<file path="config.mk">
export PLATFORM = sky130hd
export DESIGN_NAME = speed_frame_sequencer_flat
export DESIGN_NICKNAME = d
export VERILOG_FILES = /design/src/rtl/speed_frame_sequencer_pkg.sv /design/src/rtl/speed_frame_sequencer_if.sv /design/src/rtl/speed_frame_sequencer_bin2bcd.sv /design/src/rtl/speed_frame_sequencer.sv /design/src/flat_wrapper.sv
export SDC_FILE = /design/constraint.sdc
export NUM_CORES = 1
export LEC_CHECK = 0
export CAP_MARGIN = 25
export CORE_MARGIN = 3
export CORE_UTILIZATION = 63
export CTS_BUF_LIST = sky130_fd_sc_hd__clkbuf_4
export DETAILED_ROUTE_END_ITERATION = 6
export GPL_ROUTABILITY_DRIVEN = 0
export PLACE_DENSITY_LB_ADDON = 0.25
export SLEW_MARGIN = 40
export SYNTH_ARGS = -nofsm -noshare
export SYNTH_HDL_FRONTEND = slang
export SYNTH_HIERARCHICAL = 1
export SYNTH_SLANG_ARGS = --single-unit
</file>
<file path="constraint.sdc">
create_clock -name clk -period 4.6 [get_ports clk]
set_input_delay 0.92 -clock clk [delete_from_list [all_inputs] [get_ports clk]]
set_output_delay 0.92 -clock clk [all_outputs]
set_load 0.02 [all_outputs]
</file>
<file path="src/rtl/speed_frame_sequencer_pkg.sv">
// speed_frame_sequencer_pkg: shared constants and parser state encoding for the speed display path
package speed_frame_sequencer_pkg;
   localparam logic [7:0] SYNC_BYTE   = 8'hA5;
   localparam logic [3:0] DASH_CODE   = 4'hF;
   localparam int         FRAME_ERR_W = 8;
   typedef enum logic [1:0] {HUNT, GOT_S, GOT_V, ACCEPT} parse_t;
endpackage

</file>
<file path="src/rtl/speed_frame_sequencer_if.sv">
// speed_frame_sequencer_if: received byte stream, msg valid while noti is high for one cycle
interface speed_frame_sequencer_if;
   logic [7:0] msg;
   logic       noti;
   modport master (output msg, noti);
   modport slave  (input msg, noti);
endinterface

</file>
<file path="src/rtl/speed_frame_sequencer_bin2bcd.sv">
// bin2bcd_seq: 0..99 binary to two BCD digits by repeated subtract-10, always 10 busy cycles
// ports: clk, rst (async), start/din load a value when idle; busy while converting;
//        done is high in the last busy cycle, with tens/ones valid during it
module bin2bcd_seq (
   input  logic       clk,
   input  logic       rst,
   input  logic       start,
   input  logic [6:0] din,
   output logic       busy,
   output logic       done,
   output logic [3:0] tens,
   output logic [3:0] ones
);
   logic [6:0] rem;
   logic [3:0] cnt;
   assign done = busy && cnt == 4'd9;
   assign ones = rem[3:0];
   // nine subtract steps cover 99; the tenth cycle only presents the result
   always_ff @(posedge clk or posedge rst)
      if (rst) begin
         busy <= 1'b0;
         rem  <= '0;
         tens <= '0;
         cnt  <= '0;
      end else if (start && !busy) begin
         busy <= 1'b1;
         rem  <= din;
         tens <= '0;
         cnt  <= '0;
      end else if (busy) begin
         cnt  <= cnt + 4'd1;
         busy <= !done;
         if (rem >= 7'd10) begin
            rem  <= rem - 7'd10;
            tens <= tens + 4'd1;
         end
      end
endmodule

</file>
<file path="src/rtl/speed_frame_sequencer.sv">
// speed_frame_sequencer: validates SYNC/SPEED/CHK frames and schedules BCD display updates
// ports: clk, rst (async, active high); rx = msg/noti byte stream; peak_en selects peak hold;
//        digit_l/digit_r BCD (F = dash), blank, over, upd pulse on every commit,
//        frame_err saturating rejected-frame count
module speed_frame_sequencer
   import speed_frame_sequencer_pkg::*;
#(
   parameter logic [15:0] BYTE_TMO  = 16'd2000,
   parameter logic [21:0] STALE_CYC = 22'd3600000,
   parameter logic [21:0] PEAK_CYC  = 22'd1800000
) (
   input  logic                   clk,
   input  logic                   rst,
   speed_frame_sequencer_if.slave rx,
   input  logic                   peak_en,
   output logic [3:0]             digit_l,
   output logic [3:0]             digit_r,
   output logic                   blank,
   output logic                   over,
   output logic                   upd,
   output logic [FRAME_ERR_W-1:0] frame_err
);
   parse_t      state, state_n;
   logic [7:0]  spd, pend_spd, cur_spd, hold_key, disp_spd, new_key;
   logic [15:0] tmo_cnt;
   logic [21:0] stale_cnt, peak_cnt;
   logic        pend_v, ovr_q, in_frame, tmo, chk_ok, bad, acc, idle, disp, commit, take;
   logic        cv_start, cv_busy, cv_done;
   logic [3:0]  cv_tens, cv_ones;
   assign in_frame = state == GOT_S || state == GOT_V;
   assign tmo      = in_frame && !rx.noti && tmo_cnt == BYTE_TMO;
   assign chk_ok   = rx.msg == ~spd && spd != 8'hFF;
   assign bad      = (state == GOT_V && rx.noti && !chk_ok) || tmo;
   assign acc      = state == ACCEPT;
   // ovr_q is the one-cycle over-range commit stage, so it also blocks dispatch
   assign idle     = !cv_busy && !ovr_q;
   assign disp     = idle && (acc || pend_v);
   assign disp_spd = acc ? spd : pend_spd;
   assign cv_start = disp && disp_spd < 8'd100;
   assign commit   = cv_done || ovr_q;
   assign new_key  = ovr_q ? 8'hFF : cur_spd;
   // with peak_en low every commit is taken, so the held value is the live value
   assign take     = !peak_en || new_key > hold_key || peak_cnt == PEAK_CYC;
   always_comb begin
      state_n = state;
      case (state)
         HUNT:    state_n = rx.noti && rx.msg == SYNC_BYTE ? GOT_S : HUNT;
         GOT_S:   state_n = tmo ? HUNT : rx.noti ? GOT_V : GOT_S;
         GOT_V:   state_n = tmo ? HUNT : rx.noti ? (chk_ok ? ACCEPT : HUNT) : GOT_V;
         default: state_n = HUNT;
      endcase
   end
   bin2bcd_seq u_bcd (
      .clk(clk), .rst(rst), .start(cv_start), .din(disp_spd[6:0]),
      .busy(cv_busy), .done(cv_done), .tens(cv_tens), .ones(cv_ones)
   );
   always_ff @(posedge clk or posedge rst)
      if (rst) begin
         state     <= HUNT;
         spd       <= '0;
         tmo_cnt   <= '0;
         frame_err <= '0;
         pend_v    <= 1'b0;
         pend_spd  <= '0;
         ovr_q     <= 1'b0;
         cur_spd   <= '0;
         stale_cnt <= '0;
         peak_cnt  <= '0;
         hold_key  <= '0;
         blank     <= 1'b1;
         digit_l   <= '0;
         digit_r   <= '0;
         over      <= 1'b0;
         upd       <= 1'b0;
      end else begin
         state     <= state_n;
         if (state == GOT_S && rx.noti) spd <= rx.msg;
         tmo_cnt   <= rx.noti || !in_frame ? '0 : tmo_cnt + 16'd1;
         if (bad && ~&frame_err) frame_err <= frame_err + FRAME_ERR_W'(1);
         // latest accepted frame wins the single pending slot
         if (acc && !idle) begin
            pend_v   <= 1'b1;
            pend_spd <= spd;
         end else if (disp) pend_v <= 1'b0;
         ovr_q     <= disp && disp_spd >= 8'd100;
         if (disp) cur_spd <= disp_spd;
         stale_cnt <= acc ? '0 : stale_cnt + 22'(stale_cnt != STALE_CYC);
         blank     <= commit ? 1'b0 : stale_cnt == STALE_CYC ? 1'b1 : blank;
         peak_cnt  <= commit && take ? '0 : peak_cnt + 22'(peak_cnt != PEAK_CYC);
         if (commit && take) begin
            hold_key <= new_key;
            digit_l  <= ovr_q ? DASH_CODE : cv_tens;
            digit_r  <= ovr_q ? DASH_CODE : cv_ones;
            over     <= ovr_q;
         end
         upd       <= commit;
      end
endmodule

</file>
<file path="src/flat_wrapper.sv">
// flat-port wrapper written by rule: the top's interface ports become plain ports
module speed_frame_sequencer_flat import speed_frame_sequencer_pkg::*;
#(
   parameter logic [15:0] BYTE_TMO  = 16'd2000,
   parameter logic [21:0] STALE_CYC = 22'd3600000,
   parameter logic [21:0] PEAK_CYC  = 22'd1800000
)
  (clk, rst, peak_en, digit_l, digit_r, blank, over, upd, frame_err, rx_msg, rx_noti);
  speed_frame_sequencer_if rx_i ();
  input  logic clk;
  input  logic rst;
  input  logic peak_en;
  output logic [3:0] digit_l;
  output logic [3:0] digit_r;
  output logic blank;
  output logic over;
  output logic upd;
  output logic [FRAME_ERR_W-1:0] frame_err;
  input wire logic [$bits(rx_i.msg)-1:0] rx_msg;
  input wire logic [$bits(rx_i.noti)-1:0] rx_noti;
  assign rx_i.msg = rx_msg;
  assign rx_i.noti = rx_noti;
  speed_frame_sequencer #(.BYTE_TMO(BYTE_TMO), .STALE_CYC(STALE_CYC), .PEAK_CYC(PEAK_CYC)) u_core (.clk(clk), .rst(rst), .rx(rx_i), .peak_en(peak_en), .digit_l(digit_l), .digit_r(digit_r), .blank(blank), .over(over), .upd(upd), .frame_err(frame_err));
endmodule
</file>
* Word-level counts from Yosys, hierarchy flattened
Index checks and enable logic that the tools add are counted.
** Word-level totals
- Register bits after elaboration :: 131
- Word-level logic and storage cells :: 111
- RAM bits :: 0
- ROM bits :: 0
- Bits of input ports :: 12
- Latch bits :: 0
- Memories :: 0
- Output and inout bits :: 19
** Cells by class
- Shifts and indexed selects :: 0
- $lt $le $gt $ge :: 4
- Divide/modulo/power cells :: 0
- Bitwise logic cells :: 1
- Muxes and demuxes :: 28
- Reduce and logical (&&, ||, !) cells :: 39
- Equality and inequality tests :: 12
- Add/sub/neg operators :: 7
- Multipliers :: 0
** Operators by type and width (count)
- $add A22 B1 Y22 :: 2
- $mux W22 :: 2
- $mux W4 :: 7
- $eq A22 B21 Y1 const B :: 1
- $eq A22 B22 Y1 const B :: 1
- $ne A22 B21 Y1 const B :: 1
- $ne A22 B22 Y1 const B :: 1
- $mux W7 :: 3
- $add A16 B1 Y16 const B :: 1
- $eq A16 B11 Y1 const B :: 1
- $logic_and A1 B1 Y1 :: 16
- $mux W16 :: 1
- $mux W8 :: 2
- $mux W2 :: 5
- $logic_not A1 Y1 :: 9
- $add A4 B1 Y4 const B :: 2
- $add A8 B1 Y8 const B :: 1
- $eq A8 B8 Y1 :: 1
- $eq A8 B8 Y1 const B :: 1
- $ge A8 B7 Y1 const B :: 1
- $gt A8 B8 Y1 :: 1
- $lt A8 B7 Y1 const B :: 1
- $ne A8 B8 Y1 const B :: 1
- $not A8 Y8 :: 1
- other kinds (12) :: 28

* Logic depth before layout (Yosys ltp)
- Word-level depth :: 7
- Depth in mapped cells :: 12
- Depth with buffers taken out :: 12

* Modules after synthesis
Netlist, hierarchy kept.
** Modules (own cells, without submodules)
- speed_frame_sequencer :: area each 5699.2 um2, sequential area each 2879.0 um2, times used 1, cells each 530
- bin2bcd_seq :: area each 925.9 um2, sequential area each 400.4 um2, times used 1, cells each 96

* Least setup slack after synthesis
Ideal clock, no wire load.
- Kind :: input -> register
- From :: input rx_msg[3]
- To :: register u_core.frame_err[1]
- Required time :: 4.475 ns
- Buffers on the path :: 0
- Stages :: 6
- Arrival time :: 2.426 ns
- Library setup time :: 0.125 ns
- Setup slack :: 2.049 ns
- Path through :: xor2_1 > nand4_1 > or4_4 > a31oi_4 > a31oi_4 > mux2_4
** Between the ends
- Cells in the longest elaborated chain, start to end :: 6
** Ends and longest elaborated chain
- start: declaration :: RTL line flat_wrapper.sv:19 : input wire logic [$bits(rx_i.msg)-1:0] rx_msg;
- $eq A8 B8 Y1 :: RTL line speed_frame_sequencer.sv:32 : assign chk_ok = rx.msg == ~spd && spd != 8'hFF;
- $logic_and A1 B1 Y1 :: RTL line speed_frame_sequencer.sv:32
- $logic_not A1 Y1 :: RTL line speed_frame_sequencer.sv:33 : assign bad = (state == GOT_V && rx.noti && !chk_ok) || tmo;
- $logic_and A1 B1 Y1 :: RTL line speed_frame_sequencer.sv:33
- $logic_or A1 B1 Y1 :: RTL line speed_frame_sequencer.sv:33
- $logic_and A1 B1 Y1 :: RTL line speed_frame_sequencer.sv:79 : if (bad && ~&frame_err) frame_err <= frame_err + FRAME_ERR_W'(1);
- end signal: assignment :: RTL line speed_frame_sequencer.sv:79
- end: declaration :: RTL line speed_frame_sequencer.sv:21 : output logic [FRAME_ERR_W-1:0] frame_err
Every way passes these cells.
A chain may end at the register's enable or synchronous reset.

* Final worst setup path
- From :: register u_core.ovr_q
- To :: register u_core.digit_l[0]
** Between the ends
- Cells in the longest elaborated chain, start to end :: 5
- Elaborated cells between the ends (all ways) :: 7
- Classes of those cells :: order compare (1); mux (2); reduce/logical (4)
** Ends and longest elaborated chain
- start: declaration :: RTL line speed_frame_sequencer.sv:27 : logic pend_v, ovr_q, in_frame, tmo, chk_ok, bad, acc, idle, disp, commit, take;
- start signal: assignment :: RTL line speed_frame_sequencer.sv:65 : ovr_q <= 1'b0;
- start signal: assignment :: RTL line speed_frame_sequencer.sv:85 : ovr_q <= disp && disp_spd >= 8'd100;
- $mux W8 :: RTL line speed_frame_sequencer.sv:41 : assign new_key = ovr_q ? 8'hFF : cur_spd;
- net u_core.new_key[1] :: RTL line speed_frame_sequencer.sv:24 : logic [7:0] spd, pend_spd, cur_spd, hold_key, disp_spd, new_key;
- $gt A8 B8 Y1 :: RTL line speed_frame_sequencer.sv:43 : assign take = !peak_en || new_key > hold_key || peak_cnt == PEAK_CYC;
- $logic_or A1 B1 Y1 (2 in a row) :: RTL line speed_frame_sequencer.sv:43
- $logic_and A1 B1 Y1 :: RTL line speed_frame_sequencer.sv:90 : if (commit && take) begin
- end signal: assignment :: RTL line speed_frame_sequencer.sv:92 : digit_l <= ovr_q ? DASH_CODE : cv_tens;
- end: declaration :: RTL line speed_frame_sequencer.sv:16 : output logic [3:0] digit_l,
The timed path passes the listed nets, and every way through them passes these cells.

==> impl_metrics.yaml <==
route:
  wl_um: 12590
  vias_per_cell: 5.847
  dr.pass1.iters: 5
  ant_nets: 0
  vias: 4701
  wl_per_cell_um: 15.66
  drc: 0
  drt-initial-drc-count: 196
final_layout:
  drive_gt1_share_pct: 14.61
  areaGrowthSynthToFinish_pct: 10.31
  final_net_count: 693
  nFillCells: 716
  postLayoutCellArea_mm2: 0.007308
  antenna_cells: 0
  postLayoutCoreUtil_pct: 73.09
cts:
  cts_root_buf: "clkbuf_4"
  clkTransAtPathRegs_ps: 110
  h-tree-depth: 4
  cts_tree: "built"
  clkSinkCount: 131
  cts_setup_buffers: 0
  cts-resized-gates: 0
  clk_latency_ps: 550
  cts_buffer_depth: 2
  cts_buffers: 17
  cts_hold_buf: 0
sta:
  rsz0062_at_grt: "no"
  tns_ps: 0
  slew-limit-headroom_pct: 52.61
  finClkSkew_ps: 14.50
  tightestPinTransition_ps: 710.9
  setup_viol: 0
  fmax_ghz: 0.3237
  period_needed_ps: 3089
  min_period_over_period_pct: 67.15
  finalHoldViolCount: 0
  final_max_slew_viol_count: 0
power:
  power.leakage_nw: 3.274
  power_density_mw_per_mm2: 504.3
  vdd_drop_max_v: 0.0003924
critical_path:
  crit_chain: "or2_2, ha_1, nor2b_1, o211ai_1, a21oi_1, o32a_1, o21a_1, buf_4, mux2i_1"
  r2r-start: "u_core/ovr_q$_DFF_PP0_"
  critPathMaxFanout: 29
  critPathKind: "reg2reg"
  cp_top_family: "compound AO/OA/AOI/OAI gates"
  cp_num_buf_inv: 1
  slowest_stage: "dfrtp_1"
  worstSetupStartpointType: "flip-flop"
  crit_arrival_ps: 3560
  worst-path-stages: 9
  rr_worst_depth: 9
  cp-end-kind: "flip-flop"
  max_stage_delay_ps: 630
  reg2reg_to: "u_core/digit_l[0]$_DFFE_PP0P_"
  ff2ff_setup_slack_ps: 1510
  required_ps: 5070
hold_path:
  holdPathStages: 2
  min_from: "u_core/blank$_DFFE_PP1P_"
  hold_end: "u_core/blank$_DFFE_PP1P_"
  hold_class: "reg2reg"
logic_synthesis:
  synth.largest_area_cell: "dfrtp_1"
  synth_area_per_cell_um2: 10.58
  ys_seq_area_share_pct: 49.50
  synth-edff-count: 0
  synth_flop_cell: "dfrtp_1"
  syn_area_mm2: 0.006625
  syn_inst: 626
  synth_cell_type_count: 65
  synthArstFlopShare_pct: 100.0
  synth_seq_cells: 131
  synthTopCellsByArea: "dfrtp_1 49%, mux2_2 6.3%, xor2_1 5.6%"
  syn_nets: 661
  yosys_warnings: 6
  synth_top_cell_area_share_pct: 49.10
global_route:
  grt_pass1_vias: 4732
  grt-ovfl-total: 0
  grt_max_degree: 65
  antenna_found_initial: 0
  grt_pass1_wl_um: 21950
  track_usage_pct: 23.97
floorplanning:
  rows: 36
  core_region_area_mm2: 0.01000
  die_w_um: 108.5
  ios: 31
  dieArea_mm2: 0.01178
  start_util_pct: 66.25
  die_h_um: 108.5
placement:
  placed_cell_area_mm2: 0.007039
  io_buffers: 30
  hpwlAfterDp_um: 8811
outcome:
  status: "finished, final reports clean"
run:
  maxCapViolations: 0
==> layout by cell type (no fill, tap or decap), types with 17 or more instances in the layout <==
cell             synthesis  final
xor2_1                  42     42
dfrtp_1                130    130
nand3_1                 25     25
inv_1                   34     33
nor2_1                  75     75
clkdlybuf4s50_1          0     30
nand2_1                 39     39
nand4_1                 17     17
ha_1                    23     23
mux2_2                  37     37
a21oi_1                 17     17
clkbuf_4                 0     17
xnor2_1                 18     18
==> through the flow <==
stage               power [W]  hold WS, ps  setup WS [ps]  cells
floorplan            0.002590        443.4          637.6    626
global placement     0.002872        448.9           1405    772
detailed placement   0.002947        452.0           1345    772
CTS                  0.003703        467.2           1502    804
global route         0.003944        491.4           1190    804
finish               0.003685        464.7           1511    804
==> cells in the mapped netlist (2+ instances only) <==
cell type,instances
nor4_1,6
a21oi_1,17
or3_1,9
buf_2,3
nor3_1,11
inv_1,34
nor4bb_1,2
xor2_1,42
a21o_1,2
xnor2_1,18
mux2i_1,11
buf_4,4
nor2b_1,7
nand4_1,17
nand2_1,39
ha_1,23
nor2_1,75
o211ai_1,3
o31ai_1,3
mux2_2,37
nor4b_1,4
o311ai_0,4
clkbuf_1,12
a31oi_4,2
nand4b_1,2
or4_4,2
and3_1,16
o21ai_0,15
dfrtp_1,130
nand3_1,25
o21a_1,3
a21boi_0,2
or2_2,11
o22ai_1,3
buf_1,2
==> state kept, by name (all words and copies together) (netlist names), 2 cells and up <==
| signal | count |
|---|---|
| u_core/cur_spd | 8 |
| u_core/peak_cnt | 22 |
| u_core/tmo_cnt | 16 |
| u_core/pend_spd | 8 |
| u_core/digit_l | 4 |
| u_core/u_bcd/tens | 4 |
| u_core/hold_key | 8 |
| u_core/frame_err | 8 |
| u_core/u_bcd/rem | 7 |
| u_core/stale_cnt | 22 |
| u_core/state | 2 |
| u_core/digit_r | 4 |
| u_core/spd | 8 |
| u_core/u_bcd/cnt | 4 |
==> cells by family (layout without fill, tap and decap cells) <==
| group | after synthesis | count (layout) | share of synthesized area, % |
|---|---|---|---|
| and+or+nand+nor | 237 | 237 | 18.55 |
| DFF | 131 | 131 | 49.50 |
| AOI/OAI and AO/OA | 70 | 70 | 8.045 |
| xor gates and xnor gates | 60 | 60 | 7.932 |
| buffers and inverters | 56 | 101 | 3.456 |
| muxes | 49 | 49 | 8.178 |
| adders and majority gates | 23 | 23 | 4.344 |
==> how the worst max path moves through the flow <==
stage                            from                               to  slack, ps
3_5_place_dp                  rx_noti  u_core/frame_err[1]$_DFFE_PP0P_       1340
4_1_cts        u_core/ovr_q$_DFF_PP0_    u_core/digit_l[0]$_DFFE_PP0P_       1500
6_report       u_core/ovr_q$_DFF_PP0_    u_core/digit_l[0]$_DFFE_PP0P_       1510
2_1_floorplan                     rst    u_core/cur_spd[0]$_DFFE_PP0P_        640
5_1_grt        u_core/ovr_q$_DFF_PP0_    u_core/digit_l[0]$_DFFE_PP0P_       1190
3_3_place_gp                rx_msg[3]  u_core/frame_err[1]$_DFFE_PP0P_       1400
==> per-layer routing <==
metal  up-vias  part of all wire, %  global-route usage [%]
li1       2255                    -                       -
met1      2333                   45                   31.58
met2        91                   50                   37.95
met3        22                  3.9                   6.687
met4         0                  1.7                   9.197
met5         -                    0                       0
==> cell type report <==
class / instances / area [µm²] / share of cell area, %
clock buffers: 17 / 127.6 / 1.746
clock inverters: 15 / 141.4 / 1.935
inverters: 35 / 133.9 / 1.832
multi-input cells: 439 / 3117 / 42.65
flip-flops and latches: 131 / 3279 / 44.87
well taps: 133 / 166.4 / 2.277
repair buffers: 34 / 342.8 / 4.691
==> tightest hold or removal path, delay by kind of cell, from the launching register on <==
family | cells | cell delay, ps
buf+inv | 1 | 40
compound gates | 1 | 50
flops | 1 | 380
==> report_power, final <==
group | leakage (nW) | internal [W] | switching [W]
logic | 1.44 | 0.000593 | 0.000631
clock network | 0.141 | 0.000315 | 0.000426
registers | 1.70 | 0.00143 | 0.000291
total | 3.27 | 0.00234 | 0.00135
(Power assumes the default switching activity.)
